===== config.mk =====
export PLATFORM = sky130hd
export DESIGN_NAME = mac_accumulator_4x4
export DESIGN_NICKNAME = d
export VERILOG_FILES = /design/src/rtl/mac_pkg.sv /design/src/rtl/mac_accumulator_4x4_mult.sv /design/src/rtl/mac_accumulator_4x4.sv
export SDC_FILE = /design/constraint.sdc
export NUM_CORES = 1
export LEC_CHECK = 0
export CAP_MARGIN = 20
export CORE_ASPECT_RATIO = 0.6
export CORE_MARGIN = 5
export CORE_UTILIZATION = 45
export DETAILED_ROUTE_END_ITERATION = 8
export PLACE_DENSITY = 0.73
export SYNTH_ARGS = -nofsm -noshare
export SYNTH_HDL_FRONTEND = slang
export SYNTH_HIERARCHICAL = 1
export SYNTH_SLANG_ARGS = --single-unit

===== constraint.sdc =====
create_clock -name clk -period 5.4 [get_ports clk]
set_clock_uncertainty 0.05 [all_clocks]
set_input_delay 1.08 -clock clk [delete_from_list [all_inputs] [get_ports clk]]
set_output_delay 1.08 -clock clk [all_outputs]
set_load 0.02 [all_outputs]

===== src/rtl/mac_pkg.sv =====
// Shared types and widths for the 4x4 multiply-accumulate stage.
package mac_pkg;

   typedef enum logic [1:0] {
      IDLE  = 2'd0,
      ACCUM = 2'd1,
      DRAIN = 2'd2,
      DONE  = 2'd3
   } mac_state_e;

   localparam int MULT_W = 4;
   localparam int PROD_W = 8;

endpackage


===== src/rtl/mac_accumulator_4x4_mult.sv =====
// Combinational 4x4 unsigned array multiplier: sum of shifted, gated partial products.
module four_bit_multiplier
   import mac_pkg::*;
(
   input  logic [MULT_W-1:0] a_i,
   input  logic [MULT_W-1:0] b_i,
   output logic [PROD_W-1:0] prod_o
);

   // Accumulate one partial-product row per multiplier bit.
   always_comb begin
      prod_o = {PROD_W{1'b0}};
      for (int i = 0; i < MULT_W; i++) begin
         prod_o = prod_o + ({{(PROD_W-MULT_W){1'b0}}, a_i & {MULT_W{b_i[i]}}} << i);
      end
   end

endmodule


===== src/rtl/mac_accumulator_4x4.sv =====
// Burst multiply-accumulate: registered operand pipe, 4x4 multiplier, wide sticky-overflow accumulator.
module mac_accumulator_4x4
   import mac_pkg::*;
#(
   parameter int ACC_W = 16,
   parameter int CNT_W = 4
) (
   input  logic             clk,
   input  logic             rst_n,
   input  logic             start,
   input  logic [CNT_W-1:0] len,
   input  logic             in_valid,
   output logic             in_ready,
   input  logic [3:0]       in_a,
   input  logic [3:0]       in_b,
   output logic             out_valid,
   input  logic             out_ready,
   output logic [ACC_W-1:0] out_acc,
   output logic             out_ovf,
   output logic             busy
);

   localparam logic [CNT_W-1:0] CNT_ONE = CNT_W'(1);

   mac_state_e        state_q, state_d;
   logic [CNT_W-1:0]  rem_q, rem_d;
   logic              pipe_v_q, pipe_v_d;
   logic [MULT_W-1:0] pipe_a_q, pipe_a_d;
   logic [MULT_W-1:0] pipe_b_q, pipe_b_d;
   logic [ACC_W-1:0]  acc_q, acc_d;
   logic              ovf_q, ovf_d;
   logic [PROD_W-1:0] prod_s;
   logic [ACC_W:0]    sum_s;
   logic              hs_s;

   four_bit_multiplier u_mult (
      .a_i    (pipe_a_q),
      .b_i    (pipe_b_q),
      .prod_o (prod_s)
   );

   assign sum_s     = {1'b0, acc_q} + {{(ACC_W+1-PROD_W){1'b0}}, prod_s};
   assign in_ready  = (state_q == ACCUM);
   assign hs_s      = in_valid & in_ready;
   assign out_valid = (state_q == DONE);
   assign busy      = (state_q != IDLE);
   assign out_acc   = acc_q;
   assign out_ovf   = ovf_q;

   // Next-state logic for FSM, burst counter, operand pipe and accumulator.
   always_comb begin
      state_d  = state_q;
      rem_d    = rem_q;
      pipe_v_d = 1'b0;
      pipe_a_d = pipe_a_q;
      pipe_b_d = pipe_b_q;
      acc_d    = acc_q;
      ovf_d    = ovf_q;

      if (pipe_v_q) begin
         acc_d = sum_s[ACC_W-1:0];
         ovf_d = ovf_q | sum_s[ACC_W];
      end else begin
         acc_d = acc_q;
      end

      case (state_q)
         IDLE: begin
            if (start) begin
               acc_d = {ACC_W{1'b0}};
               ovf_d = 1'b0;
               rem_d = len;
               // An empty burst still spends one cycle in DRAIN so out_valid lands one edge after start.
               if (len == {CNT_W{1'b0}}) begin
                  state_d = DRAIN;
               end else begin
                  state_d = ACCUM;
               end
            end else begin
               state_d = IDLE;
            end
         end
         ACCUM: begin
            if (hs_s) begin
               pipe_v_d = 1'b1;
               pipe_a_d = in_a;
               pipe_b_d = in_b;
               rem_d    = rem_q - CNT_ONE;
               if (rem_q == CNT_ONE) begin
                  state_d = DRAIN;
               end else begin
                  state_d = ACCUM;
               end
            end else begin
               state_d = ACCUM;
            end
         end
         DRAIN: state_d = DONE;
         DONE: begin
            if (out_ready) begin
               state_d = IDLE;
            end else begin
               state_d = DONE;
            end
         end
         default: state_d = IDLE;
      endcase
   end

   // State, pipe and accumulator registers.
   always_ff @(posedge clk or negedge rst_n) begin
      if (!rst_n) begin
         state_q  <= IDLE;
         rem_q    <= {CNT_W{1'b0}};
         pipe_v_q <= 1'b0;
         pipe_a_q <= {MULT_W{1'b0}};
         pipe_b_q <= {MULT_W{1'b0}};
         acc_q    <= {ACC_W{1'b0}};
         ovf_q    <= 1'b0;
      end else begin
         state_q  <= state_d;
         rem_q    <= rem_d;
         pipe_v_q <= pipe_v_d;
         pipe_a_q <= pipe_a_d;
         pipe_b_q <= pipe_b_d;
         acc_q    <= acc_d;
         ovf_q    <= ovf_d;
      end
   end

endmodule


==> Yosys cells after proc, flatten, opt, wreduce, memory -nomap -nowiden <==
Index checks and enable logic that the tools add are counted.
{ "classes": {"addsub": 5, "eq_ne": 6, "n_mux": 17, "n_bitwise": 6, "reduce_logical": 6} }
{ "op_table": {"columns": ["cell", "n"], "rows": [
  ["2-to-1 mux 16 bit", 3],
  ["adder 16 x 8 -> 17 bit", 1],
  ["bitwise AND 4 bit", 4],
  ["2-to-1 mux 2 bit", 5],
  ["adder 7 x 7 -> 8 bit", 1],
  ["2-to-1 mux 4 bit", 2],
  ["one-hot mux 2 bit (4 select lines)", 1],
  ["one-hot mux 4 bit (2 select lines)", 1],
  ["adder 6 x 6 -> 7 bit", 1],
  ["adder 4 x 5 -> 6 bit", 1],
  ["2-to-1 mux 1 bit", 5],
  ["== test 2 bit (second input constant)", 2],
  ["== test 4 x 1 -> 1 bit (second input constant)", 1],
  ["zero test 4 bit", 1],
  ["nonzero test 2 bit", 2],
  ["subtractor 4 x 1 -> 4 bit (second input constant)", 1],
  ["AND reduction 3 bit", 1],
  ["== test 2 x 1 -> 1 bit (second input constant)", 1],
  ["zero test 2 bit", 1],
  ["!= test 2 x 1 -> 1 bit (second input constant)", 1],
  ["!= test 2 bit (second input constant)", 1],
  ["AND reduction 2 bit", 1],
  ["bitwise AND 1 bit", 1],
  ["OR 1 bit", 1]
]} }
{ "word_totals": {"ff_bits": 32, "inputBits": 17, "out_inout_bits": 20, "wordCells": 47} }

==> Logic depth before layout (Yosys ltp) <==
{ "logic_depth": {"depth_word": 9, "depth_mapped": 16, "ltp_nobuf": 16} }

==> Hierarchy <==
Netlist, hierarchy kept.
{ "by_module_without_submodules": {"columns": ["mod", "instances", "cells_each", "area_per_inst_um2"], "rows": [
  ["mac_accumulator_4x4", 1, 180, 1799.2],
  ["four_bit_multiplier", 1, 42, 385.4]
]} }

==> Least setup slack after synthesis <==
Ideal clock, no wire load.
{ "synth_path": {"kind": "register to register", "start": "reg pipe_b_q[0]", "end": "reg acc_q[13] (netlist: out_acc[13])", "setup_ps": 78, "t_arrival_ps": 3840, "required_ps": 5272, "slack_ps": 1432, "stages_incl_launch_ff": 17, "path_buffers": 0, "period_less_slack_ps": 3968, "path_cell_list": "dfrtp_1 and2_1 fa_1 inv_1 fa_1 inv_1 ha_1 fa_1 a21o_1 a21oi_2 xnor2_1 ha_1 inv_1 o21ai_1 a31oi_2 or4_1 a21oi_1"} }
{ "synth_between": {"elab_chain_len": 8} }
{ "synth_lines": {"columns": ["item", "line_no", "text"], "rows": [
  ["start: declaration", "mac_accumulator_4x4.sv:29", "logic [MULT_W-1:0] pipe_b_q, pipe_b_d;"],
  ["start signal: assignment", "mac_accumulator_4x4.sv:117", "pipe_b_q <= {MULT_W{1'b0}};"],
  ["start signal: assignment", "mac_accumulator_4x4.sv:125", "pipe_b_q <= pipe_b_d;"],
  ["bitwise AND 4 bit *", "mac_accumulator_4x4_mult.sv:14", "prod_o = prod_o + ({{(PROD_W-MULT_W){1'b0}}, a_i & {MULT_W{b_i[i]}}} << i);"],
  ["adder 4 x 5 -> 6 bit *", "mac_accumulator_4x4_mult.sv:14", null],
  ["adder 6 x 6 -> 7 bit *", "mac_accumulator_4x4_mult.sv:14", null],
  ["adder 7 x 7 -> 8 bit *", "mac_accumulator_4x4_mult.sv:14", null],
  ["named net prod_s[7]", "mac_accumulator_4x4.sv:32", "logic [PROD_W-1:0] prod_s;"],
  ["adder 16 x 8 -> 17 bit *", "mac_accumulator_4x4.sv:42", "assign sum_s = {1'b0, acc_q} + {{(ACC_W+1-PROD_W){1'b0}}, prod_s};"],
  ["2-to-1 mux 16 bit *", "mac_accumulator_4x4.sv:60", "if (pipe_v_q) begin"],
  ["2-to-1 mux 16 bit", "mac_accumulator_4x4.sv:69", "if (start) begin"],
  ["2-to-1 mux 16 bit *", "mac_accumulator_4x4.sv:67", "case (state_q)"],
  ["named net acc_d[13]", "mac_accumulator_4x4.sv:30", "logic [ACC_W-1:0] acc_q, acc_d;"],
  ["end signal: assignment", "mac_accumulator_4x4.sv:118", "acc_q <= {ACC_W{1'b0}};"],
  ["end: declaration", "mac_accumulator_4x4.sv:30", null]
]} }
The timed path passes the listed nets; every way through them passes the cells marked *.
A chain may end at the register's enable or synchronous reset.

==> Final worst setup path <==
Same ends and word-level chain as after synthesis.

==> reports/results.ini <==
[run_status]
status = finished, final reports clean

[placed_design]
gp_congestion = 0.822
dp_hpwl_mm = 3.52
placement.cell_area_um2 = 2620
port_buffers = 36

[grt]
grt_usage_pct = 15.3
antenna_found_initial = 0
grt_overflow = 0
grt_pass1_wl_mm = 7.91
grt_pass1_vias = 1692
grt_max_degree = 33

[hold_path]
hold_start = out_ovf
hold_path_end = out_ovf
hold_path.class = flop to flop
holdPathStages = 1

[clock_tree]
cts_hold_buf = 0
clk_path_buf_depth = 2
clock_latency_ps = 280
cts.sinks = 32
clkTransAtPathRegs_ps = 60
cts.repair.resized = 0
htreeDepth = 2
cts_setup_buffers = 0
cts_made_buffers = 5
cts_tree = built
root_buffer = clkbuf_8

[routing]
post-route-drc-count = 0
wirelength_met1_mm = 2.44
wl_mm = 4.60
vias = 1756
drtPass1Iterations = 4
routedWlPerCell_um = 14.1
drt_iter0_drc = 62
wl_met3_um = 288
wl_met2_mm = 1.86
top_layer_used = met4
ant_nets = 0
vias_per_cell = 5.39

[setup_path]
reg2reg_from = pipe_b_q[0]
r2r_slack_ps = 1160
r2r_cells = 16
rr_endpoint = out_acc[13]
critPathKind = flop to flop
end_kind = flop
worst_ep_arrival_time_ps = 4400
cp-start-kind = flop
crit_fanout = 8
required_ps = 5560

[run]
maxCapViolCount = 0

[timing]
tightest_slew_ps = 589
hold_ws_ps = 450
setup_tns_ps = 0
fmax_mhz = 236
slew_headroom_pct = 60.7
period_minus_slack_ps = 4240
finalMaxSlewViolations = 0
post-route-period-util_pct = 78.5
hold_violations = 0
setup_viol = 0
rsz0062_at_grt = no

[finish]
final_area_um2 = 2710
final_cell_mix = clkdlybuf4s50_1 (36), dfrtp_1 (32), ha_1 (20), nor2_1 (18), o21ai_0 (16)
area_growth_pct = 24.2
layout_commonest_cell = clkdlybuf4s50_1
layout-drive-gt1-share_pct = 8.75
final_core_util_pct = 58.5
nNetsFinal = 305
antenna_cells = 0
n_fill_cell = 418

[synthesis]
synth-seq-cells = 32
syn_area_per_cell_um2 = 9.84
synth_warnings = 6
ys_seq_area_share_pct = 36.7
syn_area_um2 = 2180
ys_types = 42
synth.largest_area_cell = dfrtp_1
syn_nets = 265
syn_inst = 222
yosys-top-cells-area = dfrtp_1 (37%), ha_1 (11%), fa_1 (5.5%)
synth_top_area_share_pct = 36.7

[die]
fp.dieH_um = 64.0
io_pins = 37
rows = 19
design.die.area_um2 = 6390
core_um2 = 4640
die_w_um = 100
floorplan.initialDensity_pct = 47.1

==> metrics by stage <==
| stage | setup WS [ps] | instances |
|---|---|---|
| after floorplan | 1430 | 222 |
| after global placement | 1240 | 318 |
| after detailed placement | 1170 | 318 |
| after CTS | 1130 | 326 |
| after global routing | 760 | 326 |
| final | 1160 | 326 |
==> worst max-delay path by stage <==
stage	startpoint	endpoint	slack (ps)	cells after the start
2_1_floorplan	pipe_b_q[0]	out_acc[13]	1430	16
4_1_cts	pipe_b_q[0]	out_acc[13]	1130	16
3_3_place_gp	pipe_b_q[0]	out_acc[13]	1240	16
5_1_grt	pipe_b_q[0]	out_acc[13]	760	16
6_report	pipe_b_q[0]	out_acc[13]	1160	16
3_5_place_dp	pipe_b_q[0]	out_acc[13]	1170	16
==> layer usage <==
layer	global-route usage, %	up-vias
met5	0	-
li1	-	873
met4	3.75	0
met1	23.1	830
met3	4.35	2
met2	21.3	51
==> worst max-delay path, stage by stage (launching register included) <==
cell	delay, ps
dfrtp_1	410
and2_1	190
fa_1	530
inv_1	50
fa_1	520
inv_1	40
ha_1	220
fa_1	400
a21o_1	190
a21oi_2	150
xnor2_1	100
ha_1	390
inv_1	100
o21ai_1	170
a31oi_2	100
or4_1	420
a21oi_1	160
==> registers in the layout, indices dropped and copies added (netlist names) <==
name      flops
out_acc      16
pipe_a_q      4
pipe_b_q      4
rem_q         4
state_q       2
out_ovf       1
pipe_v_q      1
==> synth_stat cells <==
cell	count
a211oi_1	4
a21boi_0	1
a21o_1	5
a21oi_1	12
a21oi_2	1
a31oi_2	1
a41oi_1	1
and2_1	15
buf_1	1
buf_2	2
clkbuf_1	2
dfrtp_1	32
fa_1	6
ha_1	20
inv_1	11
mux2_2	8
mux2i_1	5
nand2_1	13
nand3_1	7
nand4_1	2
nor2_1	18
nor2b_1	2
nor3_1	1
nor3b_1	5
nor4_1	1
nor4b_1	2
o211ai_1	1
o211ai_2	1
o21a_1	1
o21ai_0	16
o21ai_1	1
o21ai_2	1
o221a_2	1
o221ai_1	1
o22ai_1	2
o31ai_1	2
or2_2	1
or3_1	2
or4_1	2
or4b_1	1
xnor2_1	5
xor2_1	6
==> layout make-up <==
| type | count | area, um^2 | area share (%) |
|---|---|---|---|
| inverter | 11 | 41.3 | 1.52 |
| sequential | 32 | 801 | 29.5 |
| multi-input combinational | 174 | 1330 | 48.9 |
| clock buffer | 8 | 90.1 | 3.32 |
| timing repair buffer | 38 | 375 | 13.8 |
| tap | 63 | 78.8 | 2.91 |
==> kinds of logic (layout without fill, tap and decap cells) <==
group                      count (synthesis)  count (layout)  synth area share (%)
adders and majority gates                 26              26                  17.0
DFF                                       32              32                  36.7
muxes                                     13              13                  6.41
AOI/OAI and AO/OA                         52              52                  15.3
buffers and inverters                     16              57                  2.86
xor gates and xnor gates                  11              11                  4.41
and+or+nand+nor                           72              72                  17.4
Power is left out: the tool's default activity adds up to more than one toggle a clock period on the data nets, which glitch-free logic cannot reach.
